File: config.mk
export PLATFORM = sky130hd
export DESIGN_NAME = dht_to_uart_data
export DESIGN_NICKNAME = d
export VERILOG_FILES = /design/src/rtl/dht_pkg.sv /design/src/rtl/dht_bin2ascii2.sv /design/src/rtl/dht_to_uart_data.sv
export SDC_FILE = /design/constraint.sdc
export NUM_CORES = 1
export LEC_CHECK = 0
export BUFFER_PORTS_ARGS = -buffer_cell sky130_fd_sc_hd__buf_4
export CAP_MARGIN = 20
export CELL_PAD_IN_SITES_DETAIL_PLACEMENT = 2
export CELL_PAD_IN_SITES_GLOBAL_PLACEMENT = 2
export CORE_MARGIN = 5
export CORE_UTILIZATION = 30
export DETAILED_ROUTE_END_ITERATION = 10
export GPL_ROUTABILITY_DRIVEN = 0
export GPL_TIMING_DRIVEN = 0
export PLACE_DENSITY_LB_ADDON = 0.25
export SLEW_MARGIN = 20
export SYNTH_ARGS = -nofsm -noshare
export SYNTH_HDL_FRONTEND = slang
export SYNTH_SLANG_ARGS = --single-unit
File: constraint.sdc
create_clock -name clk -period 2.9 [get_ports clk]
set_input_delay 0.435 -clock clk [delete_from_list [all_inputs] [get_ports clk]]
set_output_delay 0.435 -clock clk [all_outputs]
set_load 0.1 [all_outputs]
File: src/rtl/dht_pkg.sv
// Shared constants, state encoding and message-length helpers for the DHT11
// ASCII line formatter and its digit converter.
package dht_pkg;

   localparam logic [7:0] CH_T     = 8'h54;
   localparam logic [7:0] CH_H     = 8'h48;
   localparam logic [7:0] CH_COLON = 8'h3A;
   localparam logic [7:0] CH_DOT   = 8'h2E;
   localparam logic [7:0] CH_CR    = 8'h0D;
   localparam logic [7:0] CH_LF    = 8'h0A;
   localparam logic [7:0] CH_E     = 8'h45;
   localparam logic [7:0] CH_R     = 8'h52;
   localparam logic [7:0] CH_P     = 8'h50;
   localparam logic [7:0] ASCII_0  = 8'h30;

   typedef enum logic [1:0] {
      IDLE = 2'd0,
      LOAD = 2'd1,
      SEND = 2'd2,
      DONE = 2'd3
   } state_t;

   // Bytes in a normal reading line: 13 payload bytes plus the line ending.
   function automatic logic [4:0] MSG_LEN_OK(input logic eol_crlf);
      return eol_crlf ? 5'd15 : 5'd14;
   endfunction

   // Bytes in an error line: three letters plus the line ending.
   function automatic logic [4:0] MSG_LEN_ERR(input logic eol_crlf);
      return eol_crlf ? 5'd5 : 5'd4;
   endfunction

endpackage

File: src/rtl/dht_bin2ascii2.sv
// Binary byte to two ASCII decimal digits; values above 99 saturate to "99".
module dht_bin2ascii2
   import dht_pkg::*;
#(
   parameter int W = 8
)
(
   input  logic [W-1:0] i_bin,
   output logic [W-1:0] o_tens,
   output logic [W-1:0] o_ones
);

   logic [W-1:0] w_clamp;

   // Saturate the input then split it into tens and ones digits as ASCII.
   always_comb begin
      w_clamp = i_bin;
      if (i_bin > W'(7'd99)) begin
         w_clamp = W'(7'd99);
      end else begin
         w_clamp = i_bin;
      end
      o_tens = W'(ASCII_0) + (w_clamp / W'(4'd10));
      o_ones = W'(ASCII_0) + (w_clamp % W'(4'd10));
   end

endmodule

File: src/rtl/dht_to_uart_data.sv
// Formats one latched DHT11 reading as "T:tt.t H:hh.h" + EOL (or "ERR"/"PER"
// + EOL) and pushes it a byte per cycle into the UART TX FIFO.
// Optional build macro: DHT_PARITY_CHK_EN enables the checksum comparison
// that replaces the line with "PER" on a mismatch.
module dht_to_uart_data
   import dht_pkg::*;
#(
   parameter int                    DATA_WIDTH = 8,
   parameter int                    EOL_CRLF   = 1,
   parameter logic [DATA_WIDTH-1:0] SEP_CHAR   = 8'h20
)
(
   input  logic                  clk,
   input  logic                  rst,
   input  logic                  i_trig,
   input  logic [DATA_WIDTH-1:0] temp_integral,
   input  logic [DATA_WIDTH-1:0] temp_decimal,
   input  logic [DATA_WIDTH-1:0] humi_integral,
   input  logic [DATA_WIDTH-1:0] humi_decimal,
   input  logic [DATA_WIDTH-1:0] parity,
   input  logic                  i_error,
   input  logic                  i_full,
   output logic [DATA_WIDTH-1:0] o_data,
   output logic                  o_push,
   output logic                  o_busy,
   output logic                  o_done
);

   localparam logic       CRLF     = (EOL_CRLF != 0);
   localparam logic [4:0] LAST_OK  = MSG_LEN_OK(CRLF) - 5'd1;
   localparam logic [4:0] LAST_ERR = MSG_LEN_ERR(CRLF) - 5'd1;

   state_t                r_state, w_state_nxt;
   logic [4:0]            r_idx;
   logic [DATA_WIDTH-1:0] r_temp_int, r_temp_dec, r_humi_int, r_humi_dec;
   logic                  r_err;
   logic [DATA_WIDTH-1:0] r_t1, r_t0, r_td, r_h1, r_h0, r_hd;
   logic [DATA_WIDTH-1:0] w_t1, w_t0, w_h1, w_h0, w_td, w_hd;
   logic [DATA_WIDTH-1:0] w_byte;
   logic [4:0]            w_last_idx;
   logic                  w_push, w_par_bad, w_err_msg;

`ifdef DHT_PARITY_CHK_EN
   logic                  r_par_bad;
   logic [DATA_WIDTH-1:0] w_sum;

   assign w_sum     = temp_integral + temp_decimal + humi_integral + humi_decimal;
   assign w_par_bad = r_par_bad;

   // Capture the checksum verdict together with the sensor fields.
   always_ff @(posedge clk) begin
      if (rst) begin
         r_par_bad <= 1'b0;
      end else if (r_state == IDLE && i_trig) begin
         r_par_bad <= (w_sum != parity);
      end
   end
`else
   logic w_unused_parity;

   assign w_unused_parity = ^parity;
   assign w_par_bad       = 1'b0;
`endif

   assign w_err_msg  = r_err | w_par_bad;
   assign w_last_idx = w_err_msg ? LAST_ERR : LAST_OK;

   dht_bin2ascii2 #(.W(DATA_WIDTH)) u_temp_digits (
      .i_bin  (r_temp_int),
      .o_tens (w_t1),
      .o_ones (w_t0)
   );

   dht_bin2ascii2 #(.W(DATA_WIDTH)) u_humi_digits (
      .i_bin  (r_humi_int),
      .o_tens (w_h1),
      .o_ones (w_h0)
   );

   // Fractional digits saturate at 9 and are converted to ASCII.
   always_comb begin
      w_td = DATA_WIDTH'(ASCII_0);
      w_hd = DATA_WIDTH'(ASCII_0);
      if (r_temp_dec > DATA_WIDTH'(4'd9)) begin
         w_td = DATA_WIDTH'(ASCII_0) + DATA_WIDTH'(4'd9);
      end else begin
         w_td = DATA_WIDTH'(ASCII_0) + r_temp_dec;
      end
      if (r_humi_dec > DATA_WIDTH'(4'd9)) begin
         w_hd = DATA_WIDTH'(ASCII_0) + DATA_WIDTH'(4'd9);
      end else begin
         w_hd = DATA_WIDTH'(ASCII_0) + r_humi_dec;
      end
   end

   // State register.
   always_ff @(posedge clk) begin
      if (rst) begin
         r_state <= IDLE;
      end else begin
         r_state <= w_state_nxt;
      end
   end

   // Next-state logic; a push happens in SEND whenever the FIFO has room.
   always_comb begin
      w_state_nxt = r_state;
      w_push      = 1'b0;
      case (r_state)
         IDLE: begin
            if (i_trig) begin
               w_state_nxt = LOAD;
            end else begin
               w_state_nxt = IDLE;
            end
         end
         LOAD: w_state_nxt = SEND;
         SEND: begin
            w_push = !i_full;
            if (w_push && (r_idx == w_last_idx)) begin
               w_state_nxt = DONE;
            end else begin
               w_state_nxt = SEND;
            end
         end
         DONE:    w_state_nxt = IDLE;
         default: w_state_nxt = IDLE;
      endcase
   end

   // Latch the reading at the trigger so later input changes are ignored.
   always_ff @(posedge clk) begin
      if (rst) begin
         r_temp_int <= '0;
         r_temp_dec <= '0;
         r_humi_int <= '0;
         r_humi_dec <= '0;
         r_err      <= 1'b0;
      end else if (r_state == IDLE && i_trig) begin
         r_temp_int <= temp_integral;
         r_temp_dec <= temp_decimal;
         r_humi_int <= humi_integral;
         r_humi_dec <= humi_decimal;
         r_err      <= i_error;
      end
   end

   // Register the ASCII digits in LOAD and advance the byte index on each push.
   always_ff @(posedge clk) begin
      if (rst) begin
         r_t1  <= '0;
         r_t0  <= '0;
         r_td  <= '0;
         r_h1  <= '0;
         r_h0  <= '0;
         r_hd  <= '0;
         r_idx <= 5'd0;
      end else if (r_state == LOAD) begin
         r_t1  <= w_t1;
         r_t0  <= w_t0;
         r_td  <= w_td;
         r_h1  <= w_h1;
         r_h0  <= w_h0;
         r_hd  <= w_hd;
         r_idx <= 5'd0;
      end else if (w_push) begin
         r_idx <= r_idx + 5'd1;
      end
   end

   // Select the byte at the current index for the active message kind.
   always_comb begin
      w_byte = '0;
      if (w_err_msg) begin
         case (r_idx)
            5'd0:       w_byte = r_err ? DATA_WIDTH'(CH_E) : DATA_WIDTH'(CH_P);
            5'd1, 5'd2: w_byte = DATA_WIDTH'(CH_R);
            5'd3:       w_byte = CRLF ? DATA_WIDTH'(CH_CR) : DATA_WIDTH'(CH_LF);
            5'd4:       w_byte = DATA_WIDTH'(CH_LF);
            default:    w_byte = '0;
         endcase
      end else begin
         case (r_idx)
            5'd0:    w_byte = DATA_WIDTH'(CH_T);
            5'd1:    w_byte = DATA_WIDTH'(CH_COLON);
            5'd2:    w_byte = r_t1;
            5'd3:    w_byte = r_t0;
            5'd4:    w_byte = DATA_WIDTH'(CH_DOT);
            5'd5:    w_byte = r_td;
            5'd6:    w_byte = SEP_CHAR;
            5'd7:    w_byte = DATA_WIDTH'(CH_H);
            5'd8:    w_byte = DATA_WIDTH'(CH_COLON);
            5'd9:    w_byte = r_h1;
            5'd10:   w_byte = r_h0;
            5'd11:   w_byte = DATA_WIDTH'(CH_DOT);
            5'd12:   w_byte = r_hd;
            5'd13:   w_byte = CRLF ? DATA_WIDTH'(CH_CR) : DATA_WIDTH'(CH_LF);
            5'd14:   w_byte = DATA_WIDTH'(CH_LF);
            default: w_byte = '0;
         endcase
      end
   end

   // Output decode; data reads zero outside SEND.
   always_comb begin
      o_push = w_push;
      o_busy = (r_state != IDLE);
      o_done = (r_state == DONE);
      if (r_state == SEND) begin
         o_data = w_byte;
      end else begin
         o_data = '0;
      end
   end

endmodule

# Yosys cells after proc, flatten, opt, wreduce, memory -nomap -nowiden
# Cells that the tools add are included.
# word_totals
memories,0
romBits,0
mem_bits_rw,0
latchBits,0
reg_bits,88
word_cells,69
# classes
n_bitwise,0
muxes,13
reduce_logical,10
order_cmp,4
eq_ne,18
n_addsub,7
n_mul,0
div,4
n_shift,0
# op_table
cell,n
8-bit one-hot mux with 13 select lines,1
6-bit by 8-bit adder with 8-bit output (first input constant),6
8-bit 2-to-1 mux,6
5-bit by 4-bit == test with 1-bit output (second input constant),7
7-bit one-hot mux with 4 select lines,1
5-bit by 3-bit == test with 1-bit output (second input constant),4
8-bit by 4-bit divider with 8-bit output (second input constant),2
8-bit by 4-bit greater-than comparator with 1-bit output (second input constant),2
8-bit by 7-bit greater-than comparator with 1-bit output (second input constant),2
8-bit by 4-bit modulo with 8-bit output (second input constant),2
5-bit by 2-bit == test with 1-bit output (second input constant),2
2-bit one-hot mux with 4 select lines,1
2-bit OR reduction,4
5-bit by 1-bit adder with 5-bit output (second input constant),1
5-bit by 1-bit == test with 1-bit output (second input constant),1
5-bit by 4-bit == test with 1-bit output,1
5-bit zero test,1
2-bit == test (second input constant),2
4-bit 2-to-1 mux,1
1-bit 2-to-1 mux,3
2-bit by 1-bit == test with 1-bit output (second input constant),1
1-bit logical AND,2
2-bit zero test,1
2-bit nonzero test,1
1-bit zero test,1

# Logic depth before layout (Yosys ltp)
# Gate-level depths: netlist of the first run.
# logic_depth
ltp_word,5
mapped_depth,10

# Modules after synthesis
# A second synthesis of the first run with hierarchy kept.
# unflattened
cells_unflattened,641
area_unflattened_um2,5163.7
# by_module_without_submodules
module,area_per_inst_um2,seq_area_each_um2,instances,cells_per_inst
dht_to_uart_data,4091.4,1761.7,1,486
dht_bin2ascii2 at u_temp_digits,555.5,0.0,1,80
dht_bin2ascii2 at u_humi_digits,516.7,0.0,1,75

# Least setup slack after synthesis of the first run
# OpenSTA, ideal clock, no wires.
# synth_timing
path_type,reg-to-output
start,register r_idx[0]
end,output port o_data[7]
stages_incl_launch_ff,7
path_buffers,1
arrival_ps,2968
setup_slack_ps,-503
t_required_ps,2465
path_cell_list,dfxtp_1 -> inv_1 -> ha_1 -> clkbuf_1 -> a2111oi_0 -> or4b_2 -> a21oi_1
# synth_between
elab_chain_cells,5
word_cells_on_any_way,20
classes_between,eq/ne (14); mux (3); reduce/logical (3)
# synth_rtl
item,line_no,text
"start, declared",dht_to_uart_data.sv:34,logic [4:0] r_idx;
"start signal, assigned",dht_to_uart_data.sv:167,r_idx <= r_idx + 5'd1;
"5-bit by 4-bit == test with 1-bit output, or another cell as far along",dht_to_uart_data.sv:183,case (r_idx)
2-bit OR reduction (no line),n/a,
8-bit one-hot mux with 13 select lines *,dht_to_uart_data.sv:183,
8-bit 2-to-1 mux *,dht_to_uart_data.sv:174,if (w_err_msg) begin
8-bit 2-to-1 mux *,dht_to_uart_data.sv:209,if (r_state == SEND) begin
"end, declared",dht_to_uart_data.sv:23,"output logic [DATA_WIDTH-1:0] o_data,"
# Mark *: on every way between the ends. The rest lies on a longest branch, timed or not.

# Worst setup path in the final report of the first run
# layout_timing
start,register r_idx[1]
end,output port o_data[7]
# The elaborated chain is that of the path after synthesis.

==> impl_metrics.tcl, run 1 <==
set metrics [dict create \
    worstSetupPathType "reg2out" \
    viasPerCell 5.42 \
    finalCritPeriodShare 0.969 \
    die_y_um 134 \
    num_io_pins 56 \
    antenna_cells 0 \
    postPlaceCellArea_sq_mm 0.00525 \
    crit_arrival_ps 2370 \
    fmax_mhz 356 \
    required_ps 2470 \
    synth_common_cells "103 x nand2_1, 84 x dfxtp_1, 73 x nor2_1" \
    reg2reg_from "r_humi_int[2]" \
    crit_path_start "r_idx[1]" \
    dpl.hpwl_mm 13.2 \
    max_stage_delay_ps 720 \
    ys_ff_latch 84 \
    cts_root_buf "clkbuf_16" \
    grt_util_all_layers 0.199 \
    startpoint_type "register" \
    cts_sinks 84 \
    critPathTopFamily "simple AND/OR/NAND/NOR gates" \
    final_nets 728 \
    hold_path_class "in2reg" \
    cts_buffer_depth 2 \
    worst-slew-pin-transition_ps 726 \
    finalHoldViolations 0 \
    port_buffers 46 \
    rsz0062_at_grt "no" \
    cap_violations 0 \
    grt-ovfl-total 0 \
    worstSetupEndpointType "output pin" \
    vias 4646 \
    remaining_drc_errors 0 \
    fin_skew_ps 9.37 \
    antenna_found_initial 0 \
    row_count 45 \
    min_from "temp_decimal[7]" \
    dr.pass1.iters 5 \
    setup_viol 0 \
    synth_area_sq_mm 0.00464 \
    ir_drop_uv 272 \
    holdBufCountCts 0 \
    worstPathCellList "ha_1 > buf_4 > a2111oi_0 > or4b_2 > a21oi_4 > buf_8" \
    yosysUniqueCellTypes 70 \
    crit_slowest_cell "or4b_2" \
    routed_wl_mm 17.5 \
    p_leak_nw 2.14 \
    postSynthAreaPerCell_sq_um 7.64 \
    wl_per_cell_um 20.4 \
    synth-edff-count 0 \
    cellPowerDensity_mw_per_mm2 522 \
    layout-drive-gt1-share 0.176 \
    yosysMostFrequentCell "nand2_1" \
    netlist_instances 608 \
    cts_tree "built" \
    drtAntennaViolNets 0 \
    die_w_um 134 \
    cts_inserted_buffers 9 \
    yosys_warnings 0 \
    start_util 0.305 \
    finalInstanceArea_sq_mm 0.00567 \
    period_needed_ps 2810 \
    power_mw 2.96 \
    maxSlewHeadroom 0.516 \
    grt_max_degree 14 \
    initialDrtViolationCount 203 \
    clkLatencyLatePin_ps 350 \
    async_reset_ff_frac 0 \
    syn_to_final_growth_pct 22.2 \
    path_clk_slew_ps 60 \
    dp.cells 843 \
    synth_top_area_frac 0.362 \
    fin_util 0.373 \
    h-tree-depth 3 \
    final_cells 857 \
    synth_largest_area_cell "dfxtp_1" \
    grt_pass1_vias 5206 \
    fp.coreArea_sq_mm 0.0152 \
    drv_slew 0 \
    grt_first_pass_wirelength_mm 28.1 \
    ys_seq_area_frac 0.362 \
    cp_max_fo 10 \
    synth_area_leaders "dfxtp_1 36%, nand2_1 8.3%, a21oi_1 7.1%, nor2_1 5.9%, ha_1 5.1%" \
    crit_buf_inv 2 \
    rrSetupSlack_ps 400 \
    synth_flop_cell "dfxtp_1" \
    status "complete, no violations" \
    dieArea_sq_mm 0.0181 \
]
[worst reg2reg max path: cells and delay by family (launching register included)]
kind | cells | cell delay, ps
AND/OR/NAND/NOR | 2 | 940
adder cells (fa/ha/maj) | 2 | 510
AO/OA/AOI/OAI | 3 | 440
flip-flops | 1 | 470
[metrics by stage]
stage	hold WS (ps)	setup WS, ps	setup TNS, ps
final	333	90.1	0
after global routing	336	9.62	0
after CTS	326	3.73	0
after detailed placement	449	-245	-898
after global placement	442	-137	-430
after floorplan	429	99.5	0
[metal layers]
metal / global-route usage / share of wire / wire, um / vias to the layer above
met5: 0 / 0 / 0 / -
met4: 0.0560 / 0.012 / 216 / 0
met3: 0.0334 / 0.034 / 587 / 15
met2: 0.334 / 0.49 / 8500 / 86
met1: 0.263 / 0.47 / 8160 / 2311
li1: - / - / - / 2234
[cell usage in the layout (no fill, tap or decap), drive strengths merged, types with 4 or more instances in the layout]
cell type and instances:
nor3 14, o221ai 6, buf 64, nor2b 13, a21oi 66, a22oi 10
dfxtp 84, a31oi 12, mux2i 4, o221a 4, and2 7, inv 20
nand2b 9, nor3b 6, clkbuf 35, nand4 4, o21ai 29, clkinv 4
nor2 73, ha 19, nand2 103, or3 4, a211oi 16, nand3 9
[layout make-up]
class / count / area [sq um]
timing repair buffer: 46 / 372
buffer: 41 / 198
fill: 1797 / 9530
clock buffer: 12 / 256
clock inverter: 4 / 47.5
sequential: 84 / 1690
inverter: 22 / 82.6
multi-input combinational: 460 / 2790
tap: 188 / 235
[where the power goes]
group | internal, mW | total, mW | switching, mW
registers | 1.22 | 1.27 | 0.0549
logic | 0.185 | 0.497 | 0.313
clock network | 0.712 | 1.19 | 0.481
[state kept, by name, indices dropped and copies added (netlist names), 8 cells and up]
signal	cells
r_temp_dec	8
r_humi_dec	8
r_td	8
r_t0	8
r_temp_int	8
r_humi_int	8
r_h0	8
r_hd	8
[cell families after synthesis]
group | after synthesis | synth area share
buffers and inverters | 65 | 0.0593
and+or+nand+nor | 254 | 0.250
xor gates and xnor gates | 6 | 0.0113
other | 1 | 0.000808
DFF | 84 | 0.362
muxes | 4 | 0.00862
adders and majority gates | 20 | 0.0534
AOI/OAI and AO/OA | 174 | 0.254
[path summary, 6_finish.rpt]
check | end | cells after the start
max reg2reg | r_h0[5] | 7
min | r_temp_dec[7] | 3
max | o_data[7] | 6
min reg2reg | r_temp_int[1] | 2
[timing repair]
| action | in CTS | in global routing |
|---|---|---|
| setup buffers | 0 | 0 |
| gates resized for setup | 13 | 27 |
| pin swaps | 1 | 1 |
| setup endpoints to repair | 8 | 7 |
(Power assumes the default switching activity.)
==> inputs of run 2 (changes only) <==
ABC_AREA = 1   (was not set)
==> impl_metrics.tcl, run 2 <==
set metrics [dict create \
    status "complete, no violations" \
    worstSetupPathType "reg2out" \
    remaining_drc_errors 0 \
    final_cell_mix "90 x inv_1, 78 x nand2_1, 76 x dfxtp_1" \
    path_clk_slew_ps 60 \
    synth-edff-count 0 \
    synth_top_area_frac 0.381 \
    cts_inserted_buffers 9 \
    nFillCells 1705 \
    crit_path_start "r_idx[1]" \
    setup_tns_ps 0 \
    antenna_found_initial 0 \
    reg2reg_from "r_temp_int[2]" \
    finalCritPeriodShare 0.983 \
    ir_drop_uv 259 \
    hold_path_class "in2reg" \
    dr.pass1.iters 4 \
    routed_wl_mm 15.5 \
    place_ws_ps 165 \
    wl_met2_mm 7.74 \
    fin_skew_ps 8.80 \
    cts_sinks 84 \
    dpl.hpwl_mm 12.2 \
    yosysMostFrequentCell "inv_1" \
    hold_slack_ps 342 \
    layout_commonest_cell "inv_1" \
    cts_root_buf "clkbuf_16" \
    cp.depth 11 \
    maxSlewHeadroom 0.455 \
    antenna_cells 0 \
    ys_ff_latch 84 \
    dieArea_sq_mm 0.0172 \
    syn_to_final_growth_pct 23.7 \
    crit_buf_inv 4 \
    row_count 44 \
    yosys_warnings 0 \
    finalInstanceArea_sq_mm 0.00546 \
    yosysUniqueCellTypes 38 \
    regToRegEndpoint "r_t0[5]" \
    layout-drive-gt1-share 0.213 \
    synth_common_cells "91 x inv_1, 84 x dfxtp_1, 83 x nand2_1" \
    cts_buffer_depth 2 \
    worstSetupEndpointType "output pin" \
    r2r_cells 19 \
    grt_util_all_layers 0.178 \
    p_leak_nw 2.37 \
    crit_slowest_cell "dfxtp_4" \
    fmax_mhz 351 \
    synth_area_sq_mm 0.00442 \
    routed.top_layer "met4" \
    finalHoldViolations 0 \
    start_util 0.305 \
    required_ps 2470 \
    viasPerCell 5.07 \
    setup_viol 0 \
    final_cells 864 \
    endpoint "o_data[1]" \
    grt-ovfl-total 0 \
    period_needed_ps 2850 \
    wl_met3_um 381 \
    vias 4379 \
    setup_ws_ps 50.7 \
    dp.cells 847 \
    fp.coreArea_sq_mm 0.0145 \
    rrSetupSlack_ps 270 \
    drv_slew 0 \
    power_mw 3.38 \
    synth_area_leaders "dfxtp_1 38%, o21ai_0 7.9%, inv_1 7.7%, nand2_1 7.1%, nor2_1 5.9%" \
    worst-slew-pin-transition_ps 814 \
    cp_max_fo 5 \
    h-tree-depth 3 \
    critPathTopFamily "compound AO/OA/AOI/OAI gates" \
    synth_flop_cell "dfxtp_1" \
    die_w_um 131 \
    grt_first_pass_wirelength_mm 25.2 \
    initialDrtViolationCount 184 \
    netlist_instances 616 \
    cellPowerDensity_mw_per_mm2 619 \
    ys_seq_area_frac 0.381 \
    met1Wirelength_mm 7.05 \
    crit_arrival_ps 2410 \
    final_nets 739 \
    max_stage_delay_ps 370 \
    startpoint_type "register" \
    wl_per_cell_um 17.9 \
    postSynthAreaPerCell_sq_um 7.17 \
    async_reset_ff_frac 0 \
    die_y_um 131 \
    grt_max_degree 15 \
    fin_util 0.377 \
    min_path_cells 3 \
    synth_largest_area_cell "dfxtp_1" \
    holdBufCountCts 0 \
    cap_violations 0 \
    cpMostUsedCell "inv_1" \
    worstPathCellList "inv_1 > ha_1 > nand2_2 > nor2_2 > a31oi_2 > inv_1 > a211oi_2 > nand3_1 > o211ai_1 > inv_1 > buf_6" \
    postPlaceCellArea_sq_mm 0.00500 \
    grt_pass1_vias 4879 \
    num_io_pins 56 \
    drtAntennaViolNets 0 \
    port_buffers 46 \
    cts_tree "built" \
    clkLatencyLatePin_ps 350 \
]
## run 2: cell types whose count changed after synthesis, sizes merged, moves of 11 or more
cell    delta
inv       +83
o21ai     +46
a21oi     -29
nand3     +28
buf       -15
a211oi    -13
nor2b     -13
clkbuf    -11
## run 2: how the worst min path moves through the flow
stage | startpoint | endpoint | slack (ps)
after global placement | r_t1[6] | r_t1[6] | 430
after detailed placement | r_t1[6] | r_t1[6] | 440
after CTS | humi_decimal[3] | r_humi_dec[3] | 340
final | temp_integral[2] | r_temp_int[2] | 340
after global routing | temp_integral[2] | r_temp_int[2] | 340
after floorplan | r_hd[7] | r_hd[7] | 420
## run 2: routing by layer
layer | vias up | global-route usage
met1 | 2130 | 0.216
met2 | 66 | 0.315
li1 | 2161 | -
met4 | 0 | 0.0646
met5 | - | 0
met3 | 22 | 0.0317
## run 2: repair_timing
action	CTS	global route
setup buffers	1	0
gates resized for setup	15	37
setup endpoints to repair	5	12
pin swaps	0	4
## run 2: worst register-to-register path, cell delays in order, from the launching register on
cell and delay [ps]:
dfxtp_1 350, nor2_1 120, nand2_1 70, nand2_2 80, nand2_4 80, nor2_4 140, nand3_4 110, nand2_4 100
nand2_2 80, nand3_2 80, nand2_2 80, nand2_2 90, nand2_1 90, nand2_2 130, inv_1 90, ha_1 180
o21ai_1 130, nand3_1 130, ha_1 310, o22ai_1 70
## run 2: cell families (layout without fill, tap and decap cells)
group,Yosys count,count (layout),synth area share
fa+ha+maj,19,19,0.0538
other cells,1,2,0.000849
xor+xnor,2,2,0.00397
compound gates,157,157,0.210
simple gates,232,232,0.247
buf+inv,121,184,0.104
flops,84,84,0.381
## run 2: layout make-up
class,instances,area (sq um),area share
Multi-Input combinational cell,412,2400,0.440
Sequential cell,84,1700,0.311
Inverter,104,390,0.0714
Timing Repair Buffer,47,372,0.0680
Clock buffer,11,243,0.0444
Tap cell,184,230,0.0421
Buffer,17,67.6,0.0124
Clock inverter,5,60.1,0.0110
## run 2: where the power goes
group / switching [mW] / leakage, nW / internal, mW
Combinational: 0.582 / 1.53 / 0.278
Clock: 0.495 / 0.146 / 0.694
Sequential: 0.0742 / 0.693 / 1.26
==> inputs of run 3 (changes only) <==
CTS_BUF_LIST = sky130_fd_sc_hd__clkbuf_8   (was not set)
PLACE_DENSITY = 0.79   (was not set)
PLACE_DENSITY_LB_ADDON = not set   (was 0.25)
==> impl_metrics.tcl, run 3 (same netlist as run 2, synthesis figures left out) <==
set metrics [dict create \
    status "complete, no violations" \
    grt_pass1_vias 4781 \
    row_count 44 \
    setup_viol 0 \
    power.share.sequential 0.434 \
    path_clk_slew_ps 90 \
    drv_slew 0 \
    finalCritPeriodShare 0.997 \
    final_cells 866 \
    antenna_found_initial 0 \
    routed_wl_mm 15.6 \
    die_w_um 131 \
    clkLatencyLatePin_ps 370 \
    dpl.hpwl_mm 12.2 \
    p_comb_frac 0.281 \
    grt_util_all_layers 0.176 \
    fin_util 0.372 \
    crit_arrival_ps 2460 \
    final_nets 742 \
    cts_buffer_depth 2 \
    hold_slack_ps 307 \
    internal-power_mw 1.94 \
    cellPowerDensity_mw_per_mm2 570 \
    dp.cells 847 \
    ir_drop_uv 243 \
    port_buffers 46 \
    num_io_pins 56 \
    vias 4419 \
    viasPerCell 5.10 \
    antenna_cells 0 \
    postPlaceCellArea_sq_mm 0.00500 \
    grt_max_degree 16 \
    cts_inserted_buffers 9 \
    layout_commonest_cell "inv_1" \
    finalHoldViolations 0 \
    cpMostUsedCell "inv_1" \
    grt-ovfl-total 0 \
    worst-slew-pin-transition_ps 927 \
    dieArea_sq_mm 0.0172 \
    die_y_um 131 \
    layout-drive-gt1-share 0.213 \
    p_sw_frac 0.368 \
    max_stage_delay_ps 380 \
    h-tree-depth 3 \
    p_clk_frac 0.285 \
    period_needed_ps 2890 \
    p_switching_mw 1.13 \
    dr.pass1.iters 4 \
    required_ps 2470 \
    maxSlewHeadroom 0.380 \
    cts_tree "built" \
    fp.coreArea_sq_mm 0.0145 \
    final_cell_mix "91 x inv_1, 79 x nand2_1, 76 x dfxtp_1" \
    syn_to_final_growth_pct 21.8 \
    cap_violations 0 \
    drtAntennaViolNets 0 \
    cts_sinks 84 \
    nFillCells 1702 \
    p_leak_nw 2.34 \
    cts_root_buf "clkbuf_8" \
    startpoint_type "register" \
    worstPathCellList "inv_1 > ha_2 > nand2_4 > nor2_4 > a21oi_2 > buf_4 > o21ai_0 > a211oi_1 > nand3_1 > o211ai_1 > inv_1 > buf_8" \
    worstSetupPathType "reg2out" \
    wl_per_cell_um 18.0 \
    finalInstanceArea_sq_mm 0.00538 \
    power_mw 3.07 \
    fin_skew_ps 11.3 \
    worstSetupEndpointType "output pin" \
    remaining_drc_errors 0 \
    holdBufCountCts 0 \
    initialDrtViolationCount 108 \
    crit_slowest_cell "dfxtp_4" \
    start_util 0.305 \
    rsz0062_at_grt "yes" \
    fmax_mhz 346 \
    hold_path_class "in2reg" \
    cp_max_fo 5 \
    grt_first_pass_wirelength_mm 24.9 \
]
==> run 3: changes by cell type in the layout (fill, tap and decap cells not counted), moves of 2 or more <==
cell / previous run / this run
buf_4: 44 / 47
buf_6: 3 / 1
buf_8: 1 / 3
clkbuf_16: 9 / 0
clkbuf_8: 1 / 9
nand2_2: 23 / 21
==> run 3: final cells by class <==
class / instances / area, sq um / area share
buffer: 17 / 67.6 / 0.0126
clock buffer: 9 / 124 / 0.0230
clock inverter: 6 / 72.6 / 0.0135
inverter: 104 / 390 / 0.0726
multi-input combinational: 412 / 2400 / 0.446
sequential: 84 / 1700 / 0.315
tap: 184 / 230 / 0.0428
timing repair buffer: 50 / 402 / 0.0747
==> run 3: final timing paths <==
check | start | endpoint | slack [ps] | cells after the start
worst max-delay path | r_idx[0] | o_data[1] | 8 | 12
worst min-delay path | humi_decimal[3] | r_humi_dec[3] | 310 | 3
worst max register to register | r_state[1] | r_t1[1] | 210 | 7
worst min register to register | r_t0[4] | r_t0[4] | 460 | 2
==> run 3: worst max-delay path: cells and delay by family, from the launching register on <==
kind            cells  cell delay (ps)
flops               1              380
buf+inv             4              510
simple gates        3              300
fa+ha+maj           1              220
compound gates      4              670
==> run 3: repair_timing <==
action	CTS	global route
hold endpoints to repair	0	0
cloned	0	0
gates resized for setup	20	31
buffers inserted	1	3
endpoints found under the setup margin	5	11
pin swaps	2	6
==> run 3: per-stage QoR <==
step | setup slack (ps) | setup TNS, ps
final | 7.92 | 0
after global routing | -99.7 | -172
after CTS | 1.87 | 0
after detailed placement | 159 | 0
after global placement | 191 | 0
after floorplan | 66.9 | 0
==> run 3: per-layer routing <==
metal / track usage / share of wire / up-vias
met5: 0 / 0 / -
met4: 0.0777 / 0.033 / 0
met3: 0.0245 / 0.019 / 29
met2: 0.317 / 0.51 / 64
met1: 0.206 / 0.44 / 2166
li1: - / - / 2160
==> run 3: power by group through the flow <==
stage | combinational, mW | sequential (mW) | clock, mW
detailed placement | 0.845 | 1.36 | 0
global placement | 0.786 | 1.35 | 0
CTS | 0.855 | 1.33 | 0.895
finish | 0.861 | 1.33 | 0.875
global route | 0.978 | 1.34 | 0.939
floorplan | 0.606 | 1.32 | 0
